==> config.mk <==
export PLATFORM = sky130hd
export DESIGN_NAME = alu_share_ctrl_flat
export DESIGN_NICKNAME = d
export VERILOG_FILES = /design/src/rtl/alu_share_ctrl_if.sv /design/src/rtl/alu_share_ctrl.sv /design/src/flat_wrapper.sv
export SDC_FILE = /design/constraint.sdc
export NUM_CORES = 1
export LEC_CHECK = 0
export CORE_UTILIZATION = 25
export DETAILED_ROUTE_END_ITERATION = 7
export GPL_TIMING_DRIVEN = 0
export MAX_ROUTING_LAYER = met4
export RECOVER_POWER = 50
export SLEW_MARGIN = 20
export SYNTH_ARGS = -nofsm -noshare
export SYNTH_HDL_FRONTEND = slang
export SYNTH_SLANG_ARGS = --single-unit
==> constraint.sdc <==
create_clock -name clock -period 3.7 [get_ports clock]
set_input_delay 0.37 -clock clock [delete_from_list [all_inputs] [get_ports clock]]
set_output_delay 0.37 -clock clock [all_outputs]
set_load 0.03 [all_outputs]
==> src/rtl/alu_share_ctrl_if.sv <==
// Requester-side bus of the shared-ALU sequencer: two packed request and response lanes.
interface alu_share_ctrl_if;
  logic [1:0]  req_valid;
  logic [1:0]  req_ready;
  logic [63:0] req_instruction;
  logic [63:0] req_regA;
  logic [63:0] req_regB;
  logic [1:0]  resp_valid;
  logic [1:0]  resp_ready;
  logic [31:0] resp_result;
  logic [2:0]  resp_flags;

  // Requester side
  modport master (
    output req_valid, req_instruction, req_regA, req_regB, resp_ready,
    input  req_ready, resp_valid, resp_result, resp_flags
  );

  // Sequencer side
  modport slave (
    input  req_valid, req_instruction, req_regA, req_regB, resp_ready,
    output req_ready, resp_valid, resp_result, resp_flags
  );
endinterface

==> src/rtl/alu_share_ctrl.sv <==
// Round-robin sequencer sharing one combinational ALU between two requesters.
// Each operation runs IDLE (accept) -> EXEC (ALU evaluates) -> RESP (hold until ack).
module alu_share_ctrl #(
  parameter int unsigned CNT_W = 16
) (
  input  logic                 clock,
  input  logic                 reset,
  alu_share_ctrl_if.slave      bus,
  output logic [31:0]          alu_instruction,
  output logic [31:0]          alu_regA,
  output logic [31:0]          alu_regB,
  input  logic [31:0]          alu_result,
  input  logic [2:0]           alu_flags,
  output logic                 busy,
  output logic [CNT_W-1:0]     op_count,
  output logic [CNT_W-1:0]     ovf_count
);

  typedef enum logic [1:0] {IDLE, EXEC, RESP} state_t;

  state_t             state, state_nxt;
  logic               last_grant, last_grant_nxt;
  logic               winner, winner_nxt;
  logic               sel;
  logic [31:0]        instr_nxt, rega_nxt, regb_nxt;
  logic [1:0]         resp_valid_q, resp_valid_nxt;
  logic [31:0]        resp_result_q, resp_result_nxt;
  logic [2:0]         resp_flags_q, resp_flags_nxt;
  logic [CNT_W-1:0]   op_count_nxt, ovf_count_nxt;

  assign bus.resp_valid  = resp_valid_q;
  assign bus.resp_result = resp_result_q;
  assign bus.resp_flags  = resp_flags_q;

  // Arbitration: a lone requester wins; on a tie the one not granted last wins
  always_comb begin
    sel = ~last_grant;
    if (bus.req_valid == 2'b01) begin
      sel = 1'b0;
    end else if (bus.req_valid == 2'b10) begin
      sel = 1'b1;
    end
  end

  // Next-state and next-register logic; req_ready is the only combinational output
  always_comb begin
    state_nxt       = state;
    bus.req_ready   = 2'b00;
    last_grant_nxt  = last_grant;
    winner_nxt      = winner;
    instr_nxt       = alu_instruction;
    rega_nxt        = alu_regA;
    regb_nxt        = alu_regB;
    resp_valid_nxt  = resp_valid_q;
    resp_result_nxt = resp_result_q;
    resp_flags_nxt  = resp_flags_q;
    op_count_nxt    = op_count;
    ovf_count_nxt   = ovf_count;
    unique case (state)
      IDLE: begin
        if (|bus.req_valid) begin
          bus.req_ready[sel] = 1'b1;
          winner_nxt = sel;
          instr_nxt  = sel ? bus.req_instruction[63:32] : bus.req_instruction[31:0];
          rega_nxt   = sel ? bus.req_regA[63:32]        : bus.req_regA[31:0];
          regb_nxt   = sel ? bus.req_regB[63:32]        : bus.req_regB[31:0];
          state_nxt  = EXEC;
        end
      end
      EXEC: begin
        resp_result_nxt        = alu_result;
        resp_flags_nxt         = alu_flags;
        resp_valid_nxt         = 2'b00;
        resp_valid_nxt[winner] = 1'b1;
        state_nxt              = RESP;
      end
      RESP: begin
        if (bus.resp_ready[winner]) begin
          resp_valid_nxt = 2'b00;
          last_grant_nxt = winner;
          op_count_nxt   = op_count + CNT_W'(1);
          ovf_count_nxt  = ovf_count + CNT_W'(resp_flags_q[0]);
          state_nxt      = IDLE;
        end
      end
      default: state_nxt = IDLE;
    endcase
  end

  // State register
  always_ff @(posedge clock) begin
    if (reset) begin
      state <= IDLE;
    end else begin
      state <= state_nxt;
    end
  end

  // Operand, response, arbitration and counter registers
  always_ff @(posedge clock) begin
    if (reset) begin
      last_grant      <= 1'b1;
      winner          <= 1'b0;
      alu_instruction <= 32'd0;
      alu_regA        <= 32'd0;
      alu_regB        <= 32'd0;
      resp_valid_q    <= 2'b00;
      resp_result_q   <= 32'd0;
      resp_flags_q    <= 3'b000;
      busy            <= 1'b0;
      op_count        <= '0;
      ovf_count       <= '0;
    end else begin
      last_grant      <= last_grant_nxt;
      winner          <= winner_nxt;
      alu_instruction <= instr_nxt;
      alu_regA        <= rega_nxt;
      alu_regB        <= regb_nxt;
      resp_valid_q    <= resp_valid_nxt;
      resp_result_q   <= resp_result_nxt;
      resp_flags_q    <= resp_flags_nxt;
      busy            <= (state_nxt != IDLE);
      op_count        <= op_count_nxt;
      ovf_count       <= ovf_count_nxt;
    end
  end

endmodule

==> src/flat_wrapper.sv <==
// flat-port wrapper written by rule: the top's interface ports become plain ports
module alu_share_ctrl_flat 
#(
  parameter int unsigned CNT_W = 16
)
  (clock, reset, alu_instruction, alu_regA, alu_regB, alu_result, alu_flags, busy, op_count, ovf_count, bus_req_valid, bus_req_instruction, bus_req_regA, bus_req_regB, bus_resp_ready, bus_req_ready, bus_resp_valid, bus_resp_result, bus_resp_flags);
  alu_share_ctrl_if bus_i ();
  input  logic clock;
  input  logic reset;
  output logic [31:0] alu_instruction;
  output logic [31:0] alu_regA;
  output logic [31:0] alu_regB;
  input  logic [31:0] alu_result;
  input  logic [2:0] alu_flags;
  output logic busy;
  output logic [CNT_W-1:0] op_count;
  output logic [CNT_W-1:0] ovf_count;
  input wire logic [$bits(bus_i.req_valid)-1:0] bus_req_valid;
  input wire logic [$bits(bus_i.req_instruction)-1:0] bus_req_instruction;
  input wire logic [$bits(bus_i.req_regA)-1:0] bus_req_regA;
  input wire logic [$bits(bus_i.req_regB)-1:0] bus_req_regB;
  input wire logic [$bits(bus_i.resp_ready)-1:0] bus_resp_ready;
  output wire logic [$bits(bus_i.req_ready)-1:0] bus_req_ready;
  output wire logic [$bits(bus_i.resp_valid)-1:0] bus_resp_valid;
  output wire logic [$bits(bus_i.resp_result)-1:0] bus_resp_result;
  output wire logic [$bits(bus_i.resp_flags)-1:0] bus_resp_flags;
  assign bus_i.req_valid = bus_req_valid;
  assign bus_i.req_instruction = bus_req_instruction;
  assign bus_i.req_regA = bus_req_regA;
  assign bus_i.req_regB = bus_req_regB;
  assign bus_i.resp_ready = bus_resp_ready;
  assign bus_req_ready = bus_i.req_ready;
  assign bus_resp_valid = bus_i.resp_valid;
  assign bus_resp_result = bus_i.resp_result;
  assign bus_resp_flags = bus_i.resp_flags;
  alu_share_ctrl #(.CNT_W(CNT_W)) u_core (.clock(clock), .reset(reset), .bus(bus_i), .alu_instruction(alu_instruction), .alu_regA(alu_regA), .alu_regB(alu_regB), .alu_result(alu_result), .alu_flags(alu_flags), .busy(busy), .op_count(op_count), .ovf_count(ovf_count));
endmodule
==> results of run 1 <==
[kinds of logic after synthesis]
group	Yosys count	synth area share (%)
flops	170	52.7
compound gates	165	20.6
xor+xnor	16	2.17
fa+ha+maj	3	0.581
buf+inv	65	4.53
mux	4	0.852
simple gates	265	18.6
[flip-flops by register name (all words and copies together) (netlist names)]
signal / cells
u_core.bus.resp_valid: 2
u_core.alu_instruction: 32
u_core.last_grant: 1
u_core.busy: 1
u_core.alu_regA: 32
u_core.state: 2
u_core.ovf_count: 16
u_core.winner: 1
u_core.op_count: 16
u_core.bus.resp_flags: 3
u_core.alu_regB: 32
u_core.bus.resp_result: 32
[cell usage in the layout, fill, tap and decap left out, drive strengths merged]
cell type / count
a211oi: 1
a21oi: 55
a222oi: 96
and3: 4
and4: 4
and4b: 2
buf: 17
bufinv: 2
clkbuf: 64
clkdlybuf4s50: 267
clkinv: 3
clkinvlp: 2
dfxtp: 170
diode: 1
dlygate4sd3: 132
ha: 3
inv: 9
mux2: 3
mux2i: 1
nand2: 86
nand2b: 2
nand3: 14
nand3b: 3
nand4: 7
nand4b: 2
nor2: 118
nor2b: 4
nor3: 4
nor4: 3
nor4b: 2
o21ai: 6
o21bai: 1
o31ai: 4
o41ai: 2
or3: 5
or3b: 1
or4: 4
xnor2: 9
xor2: 7
[power breakdown]
group          switching (mW)  leakage (nW)  total, mW  internal, mW
clock network           0.842         0.290       1.88          1.04
registers              0.0821          1.39       2.05          1.97
logic                   0.696          2.74       1.27         0.577
[per-layer routing]
layer | track usage (%) | up-vias
met4 | 6.50 | 0
met5 | - | -
li1 | - | 3421
met1 | 26.4 | 3407
met2 | 34.4 | 324
met3 | 5.07 | 30
[cell type report]
cell class | count | area [um^2]
fill | 2448 | 13800
timing repair buffer | 399 | 3990
sequential | 170 | 3400
multi-input combinational | 453 | 2730
clock buffer | 19 | 443
tap | 330 | 413
buffer | 62 | 280
clock inverter | 13 | 158
inverter | 3 | 11.3
antenna | 1 | 2.50
[worst max path at each step]
stage | endpoint | slack (ps) | from | cells past startpoint
finish | bus_req_ready[1] | 520 | u_core.state[0]$_SDFF_PP0_ | 5
global placement | bus_req_ready[1] | 710 | bus_req_valid[1] | 5
CTS | bus_req_ready[1] | 480 | u_core.state[0]$_SDFF_PP0_ | 5
detailed placement | bus_req_ready[1] | 670 | bus_req_valid[1] | 5
global route | bus_req_ready[1] | 380 | u_core.state[1]$_SDFF_PP0_ | 5
floorplan | u_core.op_count[12]$_SDFFE_PP0P_ | 1870 | u_core.op_count[0]$_SDFFE_PP0P_ | 5
[critical path: stages (launching register included)]
cell and delay (ps):
dfxtp_1 390, nor2_1 220, and3_1 190, buf_2 220, clkbuf_1 560, clkdlybuf4s50_1 800
==> results by group, run 1 <==
Status
  • Status: finished, final reports clean

Cells and area
  • Nets: 1342
  • Final instance area: 11400 um^2
  • Layout cells sized above 1: 4.47%
  • Finished Core Util: 45.3%
  • Synthesis-to-layout area growth: 77.1%
  • Fin cells: 1450

Floorplan
  • Die Area: 26500 um^2
  • Die width: 163 um
  • Starting density of the core: 25.6%
  • Vert. Die Dim: 163 um
  • FP Rows: 58
  • IO Count: 401
  • Core footprint: 25300 um^2

STA
  • Relative slew slack: 6.87%
  • Slew Viols, Final: 0
  • Tcrit/Tclk final: 85.8%
  • Clk_skew: 14.5 ps
  • Fin. Hold Viols: 0
  • Post-Route Hold Slack: 451 ps
  • Setup TNS: 0 ps
  • Final setup violation count: 0
  • Peak Freq: 315 MHz
  • Setup WS post-layout: 524 ps
  • RSZ-0062 raised after global routing: no
  • Crit path time final: 3180 ps
  • Worst slew pin tran: 1380 ps

Placed design
  • Final Wtd Congestion: 0.803
  • Detail Placement HPWL: 20900 um
  • Placed insts: 1417
  • Placed cell area: 10900 um^2
  • Port bufs: 399
  • Post-Place Setup Slack: 665 ps

Setup path
  • Crit start category: flop
  • R2R setup slack: 1420 ps
  • Setup CP Type: reg2out
  • R2r worst-path depth: 6
  • R2r startpoint: u_core.state[0]$_SDFF_PP0_
  • Worst path required time: 3330 ps
  • Crit path max fanout: 10
  • Crit. End Element: primary output
  • CP Data Arrival Time: 2810 ps
  • Crit Reg-Reg Endpoint: u_core.alu_regA[26]$_SDFFE_PP0P_

Routing
  • Met1 wire length: 12000 um
  • Met3 WL post-DR: 1910 um
  • Pre-antenna DRT Iters: 8
  • Met2 WL: 13600 um
  • ANT nets after route: 0
  • WL/cell: 19.4 um
  • Residual DRC: 0
  • Avg Vias per Cell: 4.95
  • Uppermost layer routed: met4
  • Vias post-DR: 7182
  • Initial DRC count: 801
  • Routed wire length: 28100 um

Global route
  • Total Routing Usage GR: 21.4%
  • Largest net degree at the start of global routing: 17
  • Grt ovf: 0
  • Initial antenna violation count: 1
  • Vias in the first global route: 7180
  • First-pass GRT wire length: 41700 um

Pwr
  • Final Power: 5.20 mW
  • Leakage: 4.42 nW
  • P per Cell Area: 455 nW/um^2
  • Worst vdd ir: 0.284 mV

Yosys
  • Synth top area share: 52.7%
  • Synth Cell Area: 6460 um^2
  • Synth unique cells: 42
  • Post-synth EDFFs: 0
  • Syn_nets: 924
  • Yosys reg bits: 170
  • Syn avg cell area: 9.39 um^2
  • Number of synthesis warnings: 0
  • Count leader, synth: dfxtp_1
  • Synth Flop Type: dfxtp_1
  • Synth area leaders: dfxtp_1 53%, a222oi_1 15%, nor2_1 6.9%, nand2_1 5.0%, a21oi_1 4.3%
  • Area leader, netlist: dfxtp_1
  • Post-synth top cells: 170 x dfxtp_1, 118 x nor2_1, 96 x a222oi_1, 86 x nand2_1, 55 x a21oi_1
  • Synth async-reset ratio: 0%
  • Post-synthesis sequential area ratio: 52.7%
  • Syn Inst Count: 688

Clock tree
  • Clk_lat worst skew: 430 ps
  • Hold-fix buffers, CTS: 0
  • CTS Buf Count: 17
  • Worst-path clk slew: 70 ps
  • H-Tree Depth: 4
  • Resized Gates After CTS: 0
  • Max clock buf depth: 2
  • Clock sink count: 170
  • TritonCTS clock tree: built
  • Root buffer cell: clkbuf_16
  • Postcts setup bufs: 0

Hold path
  • Worst Hold Class: reg2reg
  • Hold path start: u_core.bus.resp_result[22]$_SDFFE_PP0N_
  • Endpoint, Worst Hold: u_core.bus.resp_result[22]$_SDFFE_PP0N_
  • Hold depth: 2

Run
  • Max-cap viol count: 0
(Power assumes the default switching activity.)
==> run 2, diff against run 1 <==
--- a/config.mk
+++ b/config.mk
@@ -14,3 +14,4 @@
 export SYNTH_ARGS = -nofsm -noshare
 export SYNTH_HDL_FRONTEND = slang
 export SYNTH_SLANG_ARGS = --single-unit
+export TNS_END_PERCENT = 100
==> results of run 2 <==
Same layout as run 1: the final DEF is identical, and so are final timing and power.
